<file path="config.mk">
export PLATFORM = sky130hd
export DESIGN_NAME = dnn_result_writer
export DESIGN_NICKNAME = d
export VERILOG_FILES = /design/src/rtl/dnn_result_writer_pkg.sv /design/src/rtl/dnn_result_writer_result_fifo.sv /design/src/rtl/dnn_result_writer.sv
export SDC_FILE = /design/constraint.sdc
export NUM_CORES = 2
export LEC_CHECK = 0
export ABC_AREA = 0
export BUFFER_PORTS_ARGS = -buffer_cell sky130_fd_sc_hd__buf_2
export CORE_AREA = 2 2 430 432
export DETAILED_ROUTE_END_ITERATION = 8
export DIE_AREA = 0 0 432 434
export PLACE_DENSITY_LB_ADDON = 0.3
export SLEW_MARGIN = 40
export SYNTH_ARGS = -nofsm -noshare
export SYNTH_HDL_FRONTEND = slang
export SYNTH_SLANG_ARGS = --single-unit
export TNS_END_PERCENT = 10
</file>
<file path="constraint.sdc">
create_clock -name clk -period 48.2 [get_ports clk]
set_input_delay 9.64 -clock clk [delete_from_list [all_inputs] [get_ports clk]]
set_output_delay 9.64 -clock clk [all_outputs]
set_load 0.02 [all_outputs]
</file>
<file path="src/rtl/dnn_result_writer_pkg.sv">
// Shared definitions for the DNN result write-back engine.
//   LINE_W       : width of one result / cache line
//   STATUS_MAGIC : signature placed in bits [63:32] of the optional status line
//   state_e      : write-back controller states
package dnn_result_writer_pkg;

  localparam int          LINE_W       = 512;
  localparam logic [31:0] STATUS_MAGIC = 32'hD0E5_0001;

  typedef enum logic [2:0] {
    IDLE,
    WAIT_BUF,
    WRITE,
    WAIT_DONE,
    STATUS,
    FINISH
  } state_e;

endpackage

</file>
<file path="src/rtl/dnn_result_writer_result_fifo.sv">
// Small synchronous FIFO holding result lines between the pipeline and the
// memory write port.
// Ports:
//   clk, rst_n   : clock, asynchronous active-low reset (empties the FIFO)
//   push_i       : write push_data_i (ignored when full)
//   push_data_i  : line to store
//   pop_i        : discard head entry (ignored when empty)
//   head_o       : current head entry
//   full_o       : no free entry (evaluated before any same-cycle pop)
//   empty_o      : no valid entry
module result_fifo #(
  parameter int DEPTH = 4,
  parameter int WIDTH = 512
) (
  input  logic             clk,
  input  logic             rst_n,
  input  logic             push_i,
  input  logic [WIDTH-1:0] push_data_i,
  input  logic             pop_i,
  output logic [WIDTH-1:0] head_o,
  output logic             full_o,
  output logic             empty_o
);

  localparam int AW = $clog2(DEPTH);

  // Pointers carry one extra wrap bit so full and empty are distinguishable.
  logic [AW:0]      wr_ptr_q, wr_ptr_d;
  logic [AW:0]      rd_ptr_q, rd_ptr_d;
  logic [WIDTH-1:0] mem_q [DEPTH];
  logic             do_push;
  logic             do_pop;

  assign empty_o = (wr_ptr_q == rd_ptr_q);
  assign full_o  = (wr_ptr_q[AW] != rd_ptr_q[AW]) &&
                   (wr_ptr_q[AW-1:0] == rd_ptr_q[AW-1:0]);
  assign do_push = push_i && !full_o;
  assign do_pop  = pop_i && !empty_o;
  assign head_o  = mem_q[rd_ptr_q[AW-1:0]];

  assign wr_ptr_d = wr_ptr_q + {{AW{1'b0}}, do_push};
  assign rd_ptr_d = rd_ptr_q + {{AW{1'b0}}, do_pop};

  always_ff @(posedge clk or negedge rst_n) begin
    if (!rst_n) begin
      wr_ptr_q <= '0;
      rd_ptr_q <= '0;
    end else begin
      wr_ptr_q <= wr_ptr_d;
      rd_ptr_q <= rd_ptr_d;
    end
  end

  // Storage needs no reset; only entries between the pointers are ever read.
  always_ff @(posedge clk) begin
    if (do_push) begin
      mem_q[wr_ptr_q[AW-1:0]] <= push_data_i;
    end
  end

endmodule

</file>
<file path="src/rtl/dnn_result_writer.sv">
// DNN result write-back engine: accepts result lines from the pipeline
// handshake, buffers them in a small FIFO and issues them one at a time as
// sequential cache-line writes starting at base_addr.
// Optional feature macro: DNN_RESULT_WRITER_STATUS_EN -- after the last data
// line an extra status line (line count + magic) is written at
// base_addr + num_lines before done.
// Ports:
//   clk, rst_n            : clock, asynchronous active-low reset
//   start                 : job start pulse, honoured only when idle
//   base_addr, num_lines  : job parameters, latched on start
//   buffer_addr_valid     : host buffer address is programmed
//   dnn_out_vld/results   : pipeline result line offer
//   dnn_res_rdy           : result line accepted when high with dnn_out_vld
//   address/write_data    : registered write request fields
//   write_request_valid   : write request pending
//   write_done            : completion pulse for the pending write
//   busy                  : job in progress
//   done                  : one-cycle job completion pulse
module dnn_result_writer
  import dnn_result_writer_pkg::*;
#(
  parameter int FIFO_DEPTH = 4,
  parameter int CNT_W      = 16
) (
  input  logic              clk,
  input  logic              rst_n,
  input  logic              start,
  input  logic [31:0]       base_addr,
  input  logic [CNT_W-1:0]  num_lines,
  input  logic              buffer_addr_valid,
  input  logic              dnn_out_vld,
  input  logic [LINE_W-1:0] dnn_results,
  output logic              dnn_res_rdy,
  output logic [31:0]       address,
  output logic [LINE_W-1:0] write_data,
  output logic              write_request_valid,
  input  logic              write_done,
  output logic              busy,
  output logic              done
);

`ifdef DNN_RESULT_WRITER_STATUS_EN
  localparam state_e AFTER_DATA = STATUS;
`else
  localparam state_e AFTER_DATA = FINISH;
`endif

  state_e            state_q;
  logic [31:0]       base_q;
  logic [CNT_W-1:0]  num_q;
  logic [CNT_W-1:0]  acc_cnt_q;
  logic [CNT_W-1:0]  wr_idx_q;
  logic [31:0]       address_q;
  logic [LINE_W-1:0] write_data_q;
  logic              wr_valid_q;
  logic              done_q;

  logic              fifo_full;
  logic              fifo_empty;
  logic [LINE_W-1:0] fifo_head;
  logic              push;
  logic              pop;

  // Lines are only taken once the buffer is known and never beyond the job size.
  assign dnn_res_rdy = (state_q != IDLE) && (state_q != WAIT_BUF) &&
                       !fifo_full && (acc_cnt_q < num_q);
  assign push        = dnn_out_vld && dnn_res_rdy;
  assign pop         = (state_q == WRITE) && !fifo_empty;

  assign busy                = (state_q != IDLE);
  assign done                = done_q;
  assign address             = address_q;
  assign write_data          = write_data_q;
  assign write_request_valid = wr_valid_q;

  result_fifo #(
    .DEPTH (FIFO_DEPTH),
    .WIDTH (LINE_W)
  ) u_fifo (
    .clk         (clk),
    .rst_n       (rst_n),
    .push_i      (push),
    .push_data_i (dnn_results),
    .pop_i       (pop),
    .head_o      (fifo_head),
    .full_o      (fifo_full),
    .empty_o     (fifo_empty)
  );

`ifdef DNN_RESULT_WRITER_STATUS_EN
  logic [LINE_W-1:0] status_line;

  always_comb begin
    status_line              = '0;
    status_line[CNT_W-1:0]   = num_q;
    status_line[63:32]       = STATUS_MAGIC;
  end
`endif

  always_ff @(posedge clk or negedge rst_n) begin
    if (!rst_n) begin
      state_q      <= IDLE;
      base_q       <= '0;
      num_q        <= '0;
      acc_cnt_q    <= '0;
      wr_idx_q     <= '0;
      address_q    <= '0;
      write_data_q <= '0;
      wr_valid_q   <= 1'b0;
      done_q       <= 1'b0;
    end else begin
      done_q <= 1'b0;
      if (push) begin
        acc_cnt_q <= acc_cnt_q + CNT_W'(1);
      end
      case (state_q)
        IDLE: begin
          if (start) begin
            base_q    <= base_addr;
            num_q     <= num_lines;
            acc_cnt_q <= '0;
            wr_idx_q  <= '0;
            state_q   <= WAIT_BUF;
          end
        end
        WAIT_BUF: begin
          if (buffer_addr_valid) begin
            state_q <= (num_q == '0) ? AFTER_DATA : WRITE;
          end
        end
        WRITE: begin
          if (!fifo_empty) begin
            address_q    <= base_q + 32'(wr_idx_q);
            write_data_q <= fifo_head;
            wr_valid_q   <= 1'b1;
            state_q      <= WAIT_DONE;
          end
        end
        WAIT_DONE: begin
          if (write_done) begin
            wr_valid_q <= 1'b0;
            wr_idx_q   <= wr_idx_q + CNT_W'(1);
            state_q    <= ((wr_idx_q + CNT_W'(1)) == num_q) ? AFTER_DATA : WRITE;
          end
        end
`ifdef DNN_RESULT_WRITER_STATUS_EN
        // First cycle issues the status write; write_done only counts once it is pending.
        STATUS: begin
          if (!wr_valid_q) begin
            address_q    <= base_q + 32'(num_q);
            write_data_q <= status_line;
            wr_valid_q   <= 1'b1;
          end else if (write_done) begin
            wr_valid_q <= 1'b0;
            state_q    <= FINISH;
          end
        end
`endif
        FINISH: begin
          done_q  <= 1'b1;
          state_q <= IDLE;
        end
        default: state_q <= IDLE;
      endcase
    end
  end

endmodule
</file>
==> reports/qor.yml <==
critical_path:
  slowest_stage: "buf_6"
  cp_max_fo: 66
  timing.rr.end: "u_fifo.mem_q[3][66]"
  cp_data_arrival_time_ns: 13.40
  crit_family: "buffers and inverters"
  worst-setup-path-type: "input pin to flop"
  max_stage_delay_ns: 0.66
  regToRegStartpoint: "num_q[9]"
  path_cells: "buf_2 > o211ai_1 > inv_1 > and3_4 > buf_6 > buf_6 > buf_6 > buf_6"
  end_kind: "flop"
  rr_worst_depth: 13
  r2r_slack_ns: 42.48
  crit_buf_inv: 6
  critPathLaunchType: "input pin"
  cp_common_cell: "buf_6"
  crit_required_ns: 48.70
clock_network:
  numClockSinks: 2683
  cts_tree: "done"
  cts_hold_buf: 0
  cts_root_buf: "clkbuf_16"
  postCtsResizedCells: 0
  cts.clk_slew.worst_paths_ns: 0.06
  h-tree-depth: 5
  post_cts_buffers: 0
  insertion_delay_ns: 0.93
  max-clock-path-buffers: 4
  cts_made_buffers: 278
global_route:
  antenna_found_initial: 156
  first_global_vias: 54300
  overflow: 0
  grt_start_max_net_pins: 167
  grt_usage: 0.256
  grt_pass1_wl_um: 352000
pwr:
  swShare: 0.346
  max-vdd-ir-drop_v: 0.000136
  switching_power_w: 0.00281
  power.density_mw_per_mm2: 69.3
  clkPwrFrac: 0.248
  intPower_w: 0.00530
  power.share.sequential: 0.430
  p_leak_nw: 45.3
  comb_power_share: 0.321
die:
  ios: 1114
  row_count: 157
  core-area_mm2: 0.182
  initial_core_util: 0.546
  fp.dieH_um: 434
  die-area_mm2: 0.187
  die_x_um: 432
timing:
  finalCriticalPeriod_ns: 12.90
  drv_slew: 0
  final.setup.worst_slack_ns: 35.30
  skew_ns: 0.0753
  setup_violations: 0
  rsz0062_at_grt: "false"
  clock.fmax_ghz: 0.0775
  worst_slew_pin_slew_ns: 0.980
  report.final.hold_viol_count: 0
  layout_worst_path_cycle_share: 0.268
  max-slew-margin-rel: 0.347
outcome:
  status: "finished clean"
yosys:
  synth_most_common_cell: "edfxtp_1"
  synth_top_area_cell: "edfxtp_1"
  synth.distinct_cells: 60
  ys_seq_area_frac: 0.777
  synthTopCellsByCount: "2048 x edfxtp_1, 1715 x nand2_1, 635 x dfrtp_1, 512 x mux4_2, 181 x clkbuf_1"
  async_flop_share: 0.237
  synth_edf_count: 2048
  synth_seq_cells: 2683
  syn_nets: 6239
  syn_area_mm2: 0.0996
  synth_area_leaders: "edfxtp_1 62%, dfrtp_1 16%, mux4_2 12%"
  synth_top_area_share: 0.617
  ys.flop_type: "edfxtp_1"
  synth.avg_cell_area_um2: 17.7
  syn_inst: 5635
  synth_warnings: 0
routing:
  viasPerCell: 5.74
  finalWirelength_um: 244000
  first_pass_iters: 7
  drc: 0
  wl_per_cell_um: 25.7
  vias: 54600
  ant_nets: 0
  first_iter_violations: 5445
worst_hold_path:
  hold_start: "write_data[64]"
  hold_path.class: "flop to flop"
  holdPathEnd: "write_data[64]"
  holdPathStages: 2
finish:
  layout.nets: 7453
  final_area_mm2: 0.117
  drive_gt1_frac: 0.298
  area_delta_synth_final_pct: 17.4
place:
  dp_hpwl_um: 156000
  place_area_mm2: 0.108
  portBuffers: 1113
  place_congestion: 0.906
  place_ws_ns: 34.33
run:
  cap_violations: 0
-- worst min-delay path: stages, from the launching register on --
cell     delay, ns
dfrtp_1       0.33
nand2_1       0.05
nand2_1       0.06
-- state kept, by name (all words and copies together) (netlist names), 3 cells and up --
name and count:
write_data 512, num_q 16, state_q 3, acc_cnt_q 16, u_fifo.wr_ptr_q 3, u_fifo.mem_q 2048
address 32, u_fifo.rd_ptr_q 3, base_q 32, wr_idx_q 16
-- through the flow --
stage                     cells  TNS [ns]  total power, W  hold WS (ns)   util
after CTS                  9428         0         0.00817         0.471  0.639
after floorplan            5635   -279.16         0.00560         0.452      -
after global routing       9494         0         0.00850         0.478  0.641
after global placement     8940         0         0.00607         0.453  0.591
final                      9516         0         0.00811         0.468  0.641
after detailed placement   8950         0         0.00615         0.457  0.593
-- layer usage --
layer,share of wire,vias to the layer above,global-route usage
met5,0.0020,-,0
met4,0.055,84,0.139
met3,0.076,642,0.0633
met2,0.50,2205,0.408
met1,0.37,28100,0.326
li1,-,23600,-
-- cells by family (layout without fill, tap and decap cells) --
| family | after synthesis | after routing | synth area share |
|---|---|---|---|
| XOR/XNOR | 59 | 59 | 0.00532 |
| buffers and inverters | 301 | 1713 | 0.0124 |
| adder cells (fa/ha/maj) | 38 | 38 | 0.00485 |
| other | 0 | 84 | 0 |
| AND/OR/NAND/NOR | 1844 | 1844 | 0.0722 |
| AO/OA/AOI/OAI | 194 | 194 | 0.0123 |
| multiplexers | 516 | 516 | 0.116 |
| flip-flops | 2683 | 2683 | 0.777 |
-- power groups by stage --
stage,combinational (W),clock (W),sequential (W)
CTS,0.00264,0.00205,0.00349
detailed placement,0.00262,0,0.00352
floorplan,0.00148,0,0.00413
global placement,0.00257,0,0.00349
global route,0.00283,0.00214,0.00353
finish,0.00261,0.00201,0.00349
-- final cells by class --
cell class	instances	area (um2)
antenna	84	210
clock buffer	390	7750
timing repair buffer	1196	6700
sequential	2683	77400
multi-input combinational	2651	21000
clock inverter	88	722
tap	2385	2980
inverter	39	159
fill	12500	65500
-- cells in the final DEF (no fill, tap or decap), types with 36 or more instances in the layout --
| cell | n |
|---|---|
| diode_2 | 84 |
| inv_1 | 38 |
| clkbuf_16 | 285 |
| buf_6 | 38 |
| o21ai_0 | 73 |
| buf_2 | 1112 |
| dfrtp_1 | 633 |
| clkbuf_1 | 83 |
| ha_1 | 37 |
| edfxtp_1 | 2048 |
| xnor2_1 | 36 |
| mux4_2 | 512 |
| nand2_1 | 1715 |
-- worst max-delay path by stage --
stage	startpoint	to	cells after the start
2_1_floorplan	dnn_out_vld	u_fifo.mem_q[2][0]	2
5_1_grt	dnn_out_vld	u_fifo.mem_q[3][66]	8
4_1_cts	num_q[9]	dnn_res_rdy	9
3_5_place_dp	dnn_out_vld	u_fifo.mem_q[3][64]	8
6_report	dnn_out_vld	u_fifo.mem_q[3][66]	8
3_3_place_gp	dnn_out_vld	u_fifo.mem_q[3][64]	8
(Power assumes the default switching activity.)
